$ cat src/rtl/vga_fb_pkg.sv
// Shared types and helpers for the parametrised VGA frame-buffer display path.
// VGA_FB_TESTPAT_EN adds the colour-bar fields to the pipeline record.
package vga_fb_pkg;

    typedef enum logic [1:0] {
        REG_ACTIVE,
        REG_FP,
        REG_SYNC,
        REG_BP
    } region_t;

    typedef logic [11:0] rgb444_t;

    // Classic bars, left to right: white, yellow, cyan, green, magenta, red, blue, black.
    localparam rgb444_t BAR_RGB [8] = '{
        12'hFFF, 12'hFF0, 12'h0FF, 12'h0F0,
        12'hF0F, 12'hF00, 12'h00F, 12'h000
    };

    // Per-pixel record travelling alongside the BRAM read.
    typedef struct packed {
        logic       hs;
        logic       vs;
        logic       de;
        logic       win;
        logic       fs;
`ifdef VGA_FB_TESTPAT_EN
        logic       tp;
        logic [2:0] bar;
`endif
    } pipe_t;

    function automatic int calc_total(input int active, input int fp, input int sync, input int bp);
        return active + fp + sync + bp;
    endfunction

    function automatic region_t region_of(input int cnt, input int active, input int fp, input int sync);
        if (cnt < active)
            return REG_ACTIVE;
        else if (cnt < active + fp)
            return REG_FP;
        else if (cnt < active + fp + sync)
            return REG_SYNC;
        else
            return REG_BP;
    endfunction

endpackage

$ cat src/rtl/vga_fb_display_timing.sv
// VGA raster counters with region decode; sync and de are combinational from
// the registered counters so the top can align them with its own pipeline.
module vga_timing_gen
    import vga_fb_pkg::*;
#(
    parameter int H_ACTIVE = 640,
    parameter int H_FP     = 16,
    parameter int H_SYNC   = 96,
    parameter int H_BP     = 48,
    parameter int V_ACTIVE = 480,
    parameter int V_FP     = 10,
    parameter int V_SYNC   = 2,
    parameter int V_BP     = 33,
    parameter int HCW      = 10,
    parameter int VCW      = 10
) (
    input  logic           clk,
    input  logic           rst,
    output logic [HCW-1:0] h_cnt_o,
    output logic [VCW-1:0] v_cnt_o,
    output logic           de_o,
    output logic           hs_o,
    output logic           vs_o,
    output logic           line_end_o,
    output logic           frame_end_o
);

    localparam int H_TOTAL = calc_total(H_ACTIVE, H_FP, H_SYNC, H_BP);
    localparam int V_TOTAL = calc_total(V_ACTIVE, V_FP, V_SYNC, V_BP);

    logic [HCW-1:0] h_cnt_q, h_cnt_d;
    logic [VCW-1:0] v_cnt_q, v_cnt_d;
    logic           line_end, frame_end;
    region_t        h_region, v_region;

    always_comb begin
        line_end  = (h_cnt_q == HCW'(H_TOTAL - 1));
        frame_end = line_end && (v_cnt_q == VCW'(V_TOTAL - 1));
        h_cnt_d   = line_end ? '0 : h_cnt_q + 1'b1;
        v_cnt_d   = v_cnt_q;
        if (frame_end)
            v_cnt_d = '0;
        else if (line_end)
            v_cnt_d = v_cnt_q + 1'b1;
        h_region = region_of(int'(h_cnt_q), H_ACTIVE, H_FP, H_SYNC);
        v_region = region_of(int'(v_cnt_q), V_ACTIVE, V_FP, V_SYNC);
    end

    always_ff @(posedge clk) begin
        if (rst) begin
            h_cnt_q <= '0;
            v_cnt_q <= '0;
        end else begin
            h_cnt_q <= h_cnt_d;
            v_cnt_q <= v_cnt_d;
        end
    end

    assign h_cnt_o     = h_cnt_q;
    assign v_cnt_o     = v_cnt_q;
    assign de_o        = (h_region == REG_ACTIVE) && (v_region == REG_ACTIVE);
    assign hs_o        = (h_region == REG_SYNC);
    assign vs_o        = (v_region == REG_SYNC);
    assign line_end_o  = line_end;
    assign frame_end_o = frame_end;

endmodule

$ cat src/rtl/vga_fb_display.sv
// VGA display from a frame-buffer BRAM: scaled, placeable image window over a border.
// Define VGA_FB_TESTPAT_EN to add the test_mode colour-bar generator.
module vga_fb_display
    import vga_fb_pkg::*;
#(
    parameter int H_ACTIVE   = 640,
    parameter int H_FP       = 16,
    parameter int H_SYNC     = 96,
    parameter int H_BP       = 48,
    parameter int V_ACTIVE   = 480,
    parameter int V_FP       = 10,
    parameter int V_SYNC     = 2,
    parameter int V_BP       = 33,
    parameter bit SYNC_POL   = 1'b0,
    parameter int IMG_W      = 320,
    parameter int IMG_H      = 240,
    parameter int SCALE_LOG2 = 1,
    parameter int X_OFF      = 0,
    parameter int Y_OFF      = 0,
    parameter int RAM_LAT    = 1,
    parameter int ADDR_W     = 17,
    parameter int PIX_W      = 12
) (
    input  logic              clk,
    input  logic              rst,
`ifdef VGA_FB_TESTPAT_EN
    input  logic              test_mode,
`endif
    input  logic [PIX_W-1:0]  border_rgb,
    input  logic [PIX_W-1:0]  ram_data,
    output logic [ADDR_W-1:0] ram_addr,
    output logic              ram_en,
    output logic              vga_hs,
    output logic              vga_vs,
    output logic              vga_de,
    output logic [PIX_W-1:0]  vga_rgb,
    output logic              frame_start
);

    localparam int H_TOTAL = calc_total(H_ACTIVE, H_FP, H_SYNC, H_BP);
    localparam int V_TOTAL = calc_total(V_ACTIVE, V_FP, V_SYNC, V_BP);
    localparam int HCW     = $clog2(H_TOTAL);
    localparam int VCW     = $clog2(V_TOTAL);
    localparam int REP     = 1 << SCALE_LOG2;
    localparam int X_END   = X_OFF + (IMG_W << SCALE_LOG2);
    localparam int Y_END   = Y_OFF + (IMG_H << SCALE_LOG2);
    localparam int DLY     = RAM_LAT + 1;

    if (longint'(IMG_W) * longint'(IMG_H) > (longint'(1) << ADDR_W)) begin : g_chk_size
        $fatal(1, "vga_fb_display: IMG_W*IMG_H does not fit in ADDR_W");
    end
    if (SCALE_LOG2 < 0 || SCALE_LOG2 > 2) begin : g_chk_scale
        $fatal(1, "vga_fb_display: SCALE_LOG2 must be 0..2");
    end
    if (RAM_LAT < 1 || RAM_LAT > 3) begin : g_chk_lat
        $fatal(1, "vga_fb_display: RAM_LAT must be 1..3");
    end

    logic [HCW-1:0] h_cnt;
    logic [VCW-1:0] v_cnt;
    logic           de, hs_act, vs_act, line_end, frame_end;

    vga_timing_gen #(
        .H_ACTIVE(H_ACTIVE), .H_FP(H_FP), .H_SYNC(H_SYNC), .H_BP(H_BP),
        .V_ACTIVE(V_ACTIVE), .V_FP(V_FP), .V_SYNC(V_SYNC), .V_BP(V_BP),
        .HCW(HCW), .VCW(VCW)
    ) u_timing (
        .clk         (clk),
        .rst         (rst),
        .h_cnt_o     (h_cnt),
        .v_cnt_o     (v_cnt),
        .de_o        (de),
        .hs_o        (hs_act),
        .vs_o        (vs_act),
        .line_end_o  (line_end),
        .frame_end_o (frame_end)
    );

    int   h_pos, v_pos;
    logic h_in, v_in, win, fetch;

    always_comb begin
        h_pos = int'(h_cnt);
        v_pos = int'(v_cnt);
        h_in  = (h_pos >= X_OFF) && (h_pos < X_END);
        v_in  = (v_pos >= Y_OFF) && (v_pos < Y_END);
        win   = de && h_in && v_in;
`ifdef VGA_FB_TESTPAT_EN
        fetch = win && !test_mode;
`else
        fetch = win;
`endif
    end

    // Incremental addressing: col steps every REP window pixels, row_base every REP window lines.
    logic [ADDR_W-1:0] col_q, col_d, row_base_q, row_base_d;
    logic [ADDR_W-1:0] ram_addr_q, ram_addr_d;
    logic [1:0]        hrep_q, hrep_d, vrep_q, vrep_d;
    logic              ram_en_q, ram_en_d;

    always_comb begin
        col_d      = col_q;
        hrep_d     = hrep_q;
        row_base_d = row_base_q;
        vrep_d     = vrep_q;
        if (line_end) begin
            col_d  = '0;
            hrep_d = '0;
        end else if (win) begin
            if (hrep_q == 2'(REP - 1)) begin
                hrep_d = '0;
                col_d  = col_q + 1'b1;
            end else begin
                hrep_d = hrep_q + 1'b1;
            end
        end
        if (frame_end) begin
            row_base_d = '0;
            vrep_d     = '0;
        end else if (line_end && v_in) begin
            if (vrep_q == 2'(REP - 1)) begin
                vrep_d     = '0;
                row_base_d = row_base_q + ADDR_W'(IMG_W);
            end else begin
                vrep_d = vrep_q + 1'b1;
            end
        end
        ram_addr_d = fetch ? (row_base_q + col_q) : ram_addr_q;
        ram_en_d   = fetch;
    end

    always_ff @(posedge clk) begin
        if (rst) begin
            col_q      <= '0;
            hrep_q     <= '0;
            row_base_q <= '0;
            vrep_q     <= '0;
            ram_addr_q <= '0;
            ram_en_q   <= 1'b0;
        end else begin
            col_q      <= col_d;
            hrep_q     <= hrep_d;
            row_base_q <= row_base_d;
            vrep_q     <= vrep_d;
            ram_addr_q <= ram_addr_d;
            ram_en_q   <= ram_en_d;
        end
    end

    assign ram_addr = ram_addr_q;
    assign ram_en   = ram_en_q;

`ifdef VGA_FB_TESTPAT_EN
    localparam int BAR_W = H_ACTIVE / 8;
    localparam int BPW   = $clog2(BAR_W + 1);

    logic [BPW-1:0] bar_px_q, bar_px_d;
    logic [2:0]     bar_q, bar_d;

    always_comb begin
        bar_px_d = bar_px_q;
        bar_d    = bar_q;
        if (line_end) begin
            bar_px_d = '0;
            bar_d    = '0;
        end else if (de) begin
            if (bar_px_q == BPW'(BAR_W - 1)) begin
                bar_px_d = '0;
                bar_d    = bar_q + 1'b1;
            end else begin
                bar_px_d = bar_px_q + 1'b1;
            end
        end
    end

    always_ff @(posedge clk) begin
        if (rst) begin
            bar_px_q <= '0;
            bar_q    <= '0;
        end else begin
            bar_px_q <= bar_px_d;
            bar_q    <= bar_d;
        end
    end
`endif

    // Delay line matches the address register plus the BRAM latency.
    pipe_t pipe_in;
    pipe_t pipe_q [DLY];

    always_comb begin
        pipe_in     = '0;
        pipe_in.hs  = hs_act;
        pipe_in.vs  = vs_act;
        pipe_in.de  = de;
        pipe_in.win = win;
        pipe_in.fs  = de && (h_cnt == '0) && (v_cnt == '0);
`ifdef VGA_FB_TESTPAT_EN
        pipe_in.tp  = test_mode;
        pipe_in.bar = bar_q;
`endif
    end

    for (genvar gi = 0; gi < DLY; gi++) begin : g_dly
        if (gi == 0) begin : g_head
            always_ff @(posedge clk) begin
                if (rst)
                    pipe_q[gi] <= '0;
                else
                    pipe_q[gi] <= pipe_in;
            end
        end else begin : g_body
            always_ff @(posedge clk) begin
                if (rst)
                    pipe_q[gi] <= '0;
                else
                    pipe_q[gi] <= pipe_q[gi-1];
            end
        end
    end

    pipe_t             tail;
    logic [PIX_W-1:0]  rgb_q, rgb_d;
    logic              hs_q, hs_d, vs_q, vs_d, de_q, fs_q;

    always_comb begin
        tail  = pipe_q[DLY-1];
        rgb_d = '0;
        if (tail.de) begin
            if (tail.win) begin
                rgb_d = ram_data;
`ifdef VGA_FB_TESTPAT_EN
                if (tail.tp)
                    rgb_d = PIX_W'(BAR_RGB[tail.bar]);
`endif
            end else begin
                rgb_d = border_rgb;
            end
        end
        hs_d = tail.hs ? SYNC_POL : ~SYNC_POL;
        vs_d = tail.vs ? SYNC_POL : ~SYNC_POL;
    end

    always_ff @(posedge clk) begin
        if (rst) begin
            rgb_q <= '0;
            hs_q  <= ~SYNC_POL;
            vs_q  <= ~SYNC_POL;
            de_q  <= 1'b0;
            fs_q  <= 1'b0;
        end else begin
            rgb_q <= rgb_d;
            hs_q  <= hs_d;
            vs_q  <= vs_d;
            de_q  <= tail.de;
            fs_q  <= tail.fs;
        end
    end

    assign vga_rgb     = rgb_q;
    assign vga_hs      = hs_q;
    assign vga_vs      = vs_q;
    assign vga_de      = de_q;
    assign frame_start = fs_q;

endmodule
$ cat config.mk
export PLATFORM = sky130hd
export DESIGN_NAME = vga_fb_display
export DESIGN_NICKNAME = d
export VERILOG_FILES = /design/src/rtl/vga_fb_pkg.sv /design/src/rtl/vga_fb_display_timing.sv /design/src/rtl/vga_fb_display.sv
export SDC_FILE = /design/constraint.sdc
export NUM_CORES = 1
export LEC_CHECK = 0
export ABC_AREA = 0
export BUFFER_PORTS_ARGS = -buffer_cell sky130_fd_sc_hd__buf_4
export CAP_MARGIN = 30
export CORE_UTILIZATION = 57
export DETAILED_ROUTE_END_ITERATION = 7
export GPL_ROUTABILITY_DRIVEN = 1
export GPL_TIMING_DRIVEN = 0
export HOLD_SLACK_MARGIN = 0.05
export PLACE_DENSITY = 0.79
export SLEW_MARGIN = 5
export SYNTH_ARGS = -nofsm -noshare
export SYNTH_HDL_FRONTEND = slang
export SYNTH_SLANG_ARGS = --single-unit
$ cat constraint.sdc
create_clock -name clk -period 2.7 [get_ports clk]
set_input_delay 0.675 -clock clk [delete_from_list [all_inputs] [get_ports clk]]
set_output_delay 0.675 -clock clk [all_outputs]
set_load 0.005 [all_outputs]
==> flow_summary.yaml <==
outcome:
  outcome: "finished, final reports clean"
sta:
  period_needed_ns: 2.171
  setup_viol: 0
  tightest_slew_ns: 0.6822
  fmaxAchievable_mhz: 460.5
  timing.final.crit_share_pct: 80.43
  slew_viol_final: 0
  tns_ns: 0
  finalClockSkew_ns: 0.008727
  report.final.hold_viol_count: 0
  rsz0062_at_grt: "no"
  slew_headroom_pct: 54.10
finish:
  antennaDiodeCount: 0
  final_common_cell: "dfxtp_1"
  multi_input_area_mm2: 0.002240
  drive_above_1_share_pct: 16.55
  areaGrowthSynthToFinish_pct: 18.84
  final-seq-area_mm2: 0.001902
  final_nets: 600
  nFillCells: 574
  final_cell_mix: "dfxtp_1, nor2_1, buf_4, nand2_1, xnor2_1"
global_route:
  grt_start_max_net_pins: 18
  grt_pass1_vias: 3262
  antenna_found_initial: 0
  overflow: 0
  grt_usage_pct: 25.01
  grt_pass1_wl_mm: 14.89
placed_design:
  dp_hpwl_mm: 6.926
  portBuffers: 58
  globalplace.congestion: 0.8880
clock_tree:
  cts_hold_buf: 0
  cts-resized-gates: 0
  clkTransAtPathRegs_ns: 0.10
  postCtsSetupBuffers: 0
  cts_buffer_depth: 2
  h-tree-depth: 3
  clock-sinks: 95
  clk_latency_ns: 0.37
  cts_made_buffers: 9
  root_buffer: "clkbuf_8"
  tritoncts: "yes"
power:
  p_per_area_mw_per_mm2: 532.0
  power.total_w: 0.002721
  power.leakage_nw: 2.036
  vdd_ir_drop_max_mv: 0.3008
job:
  cap_viol_max_count: 0
floorplanning:
  die_w_um: 88.90
  ios: 60
  die_area_mm2: 0.007902
  start_util_pct: 59.03
  die_h_um: 88.90
  num_rows: 31
  core-area_mm2: 0.007292
yosys:
  synth_seq_cells: 95
  syn_area_per_cell_um2: 8.820
  yosys_warnings: 0
  yosysTopAreaCellShare_pct: 44.19
  yosys-top-cells-area: "dfxtp_1, nor2_1, xnor2_1, ha_1, xor2_1"
  synth_largest_area_cell: "dfxtp_1"
  synthArstFlopShare_pct: 0
  synth_area_mm2: 0.004304
  syn_inst: 488
  synth_flop_cell: "dfxtp_1"
  ys_types: 49
  synth_edf_count: 0
  synth.net_count: 531
  synth_seq_area_share_pct: 44.19
detailed_routing:
  drc_errors: 0
  first_iter_violations: 219
  wl_per_cell_um: 14.11
  wl_mm: 9.329
  routed-via-count: 3591
  ant_nets: 0
  dr.pass1.iters: 4
  via_per_inst: 5.433
setup_path:
  endpoint_kind: "register"
  arrival_ns: 2.46
  cp_max_fo: 4
  start_kind: "register"
  path_class: "register to register"
  critPathRequiredTime_ns: 2.99
min_path:
  hp-class: "register to register"
==> registers in the layout (all words and copies together), names as in the netlist <==
signal            cells
col_q                17
ram_addr             17
vga_rgb              12
row_base_q           11
pipe_q               10
u_timing.h_cnt_o     10
u_timing.v_cnt_o     10
hrep_q                2
vrep_q                2
frame_start           1
vga_de                1
vga_hs                1
vga_vs                1
==> synth_stat cells (11+ instances only) <==
| library cell | instances |
|---|---|
| nand2_1 | 39 |
| xnor2_1 | 26 |
| inv_1 | 16 |
| mux2i_1 | 14 |
| clkbuf_1 | 12 |
| dfxtp_1 | 95 |
| nor3_1 | 11 |
| nor4_1 | 11 |
| nand3_1 | 21 |
| ha_1 | 16 |
| a21oi_1 | 25 |
| nor2_1 | 72 |
| xor2_1 | 17 |
==> metrics by stage <==
step           hold WS [ns]  instance area, um2  setup WS (ns)  util [%]  instances
2_1_floorplan        0.3559                4304         0.8595         -        488
3_3_place_gp         0.3581                4863         0.6726     66.70        645
3_5_place_dp         0.3728                4863         0.5835     66.70        645
4_1_cts              0.3957                5115         0.5454     70.14        661
5_1_grt              0.4023                5115         0.3716     70.14        661
6_report             0.3895                5115         0.5285     70.14        661
==> critical path, cell delays in order (launching register included) <==
cell	delay, ns
dfxtp_1	0.45
ha_1	0.22
inv_1	0.06
fa_1	0.38
nor2b_1	0.22
o211ai_1	0.15
and2_1	0.23
o21a_1	0.20
o211ai_1	0.18
==> worst paths after layout <==
check / start / endpoint / slack (ns) / cells past startpoint
setup reg to reg: row_base_q[6] / ram_addr[16] / 0.53 / 8
hold reg to reg: pipe_q[1][4] / vga_hs / 0.39 / 1
setup / recovery: row_base_q[6] / ram_addr[16] / 0.53 / 8
hold / removal: pipe_q[1][4] / vga_hs / 0.39 / 1
==> report_power, final <==
| part | switching (W) | total, W | internal [W] |
|---|---|---|---|
| Sequential | 0.0000137 | 0.00144 | 0.00142 |
| Combinational | 0.0000604 | 0.000126 | 0.0000659 |
| Clock | 0.000530 | 0.00116 | 0.000630 |
==> cell type report <==
class | instances | area share, %
flip-flops and latches | 95 | 37.18
inverters | 16 | 1.174
multi-input cells | 354 | 43.79
well taps | 99 | 2.422
clock inverters | 7 | 2.495
repair buffers | 58 | 8.513
clock buffers | 9 | 2.422
plain buffers | 23 | 2.006
==> metal layers <==
layer  part of all wire, %  routed length, um  vias up  track usage, %
met5                     0                  0        -               0
met4                   1.9                174        0           9.238
met3                   6.1                569       16           3.786
met2                    46               4249      104           42.24
met1                    46               4335     1659           32.61
li1                      -                  -     1812               -
==> logic make-up (layout without fill, tap and decap cells) <==
kind of cell,Yosys count,count (layout),share of synthesized area [%]
AOI/OAI and AO/OA,57,57,8.575
xor gates and xnor gates,43,43,8.750
adders and majority gates,17,17,5.116
buffers and inverters,39,113,3.779
DFF,95,95,44.19
muxes,14,14,3.256
and+or+nand+nor,223,223,26.34
No activity file was read; power rests on OpenSTA's default activity.
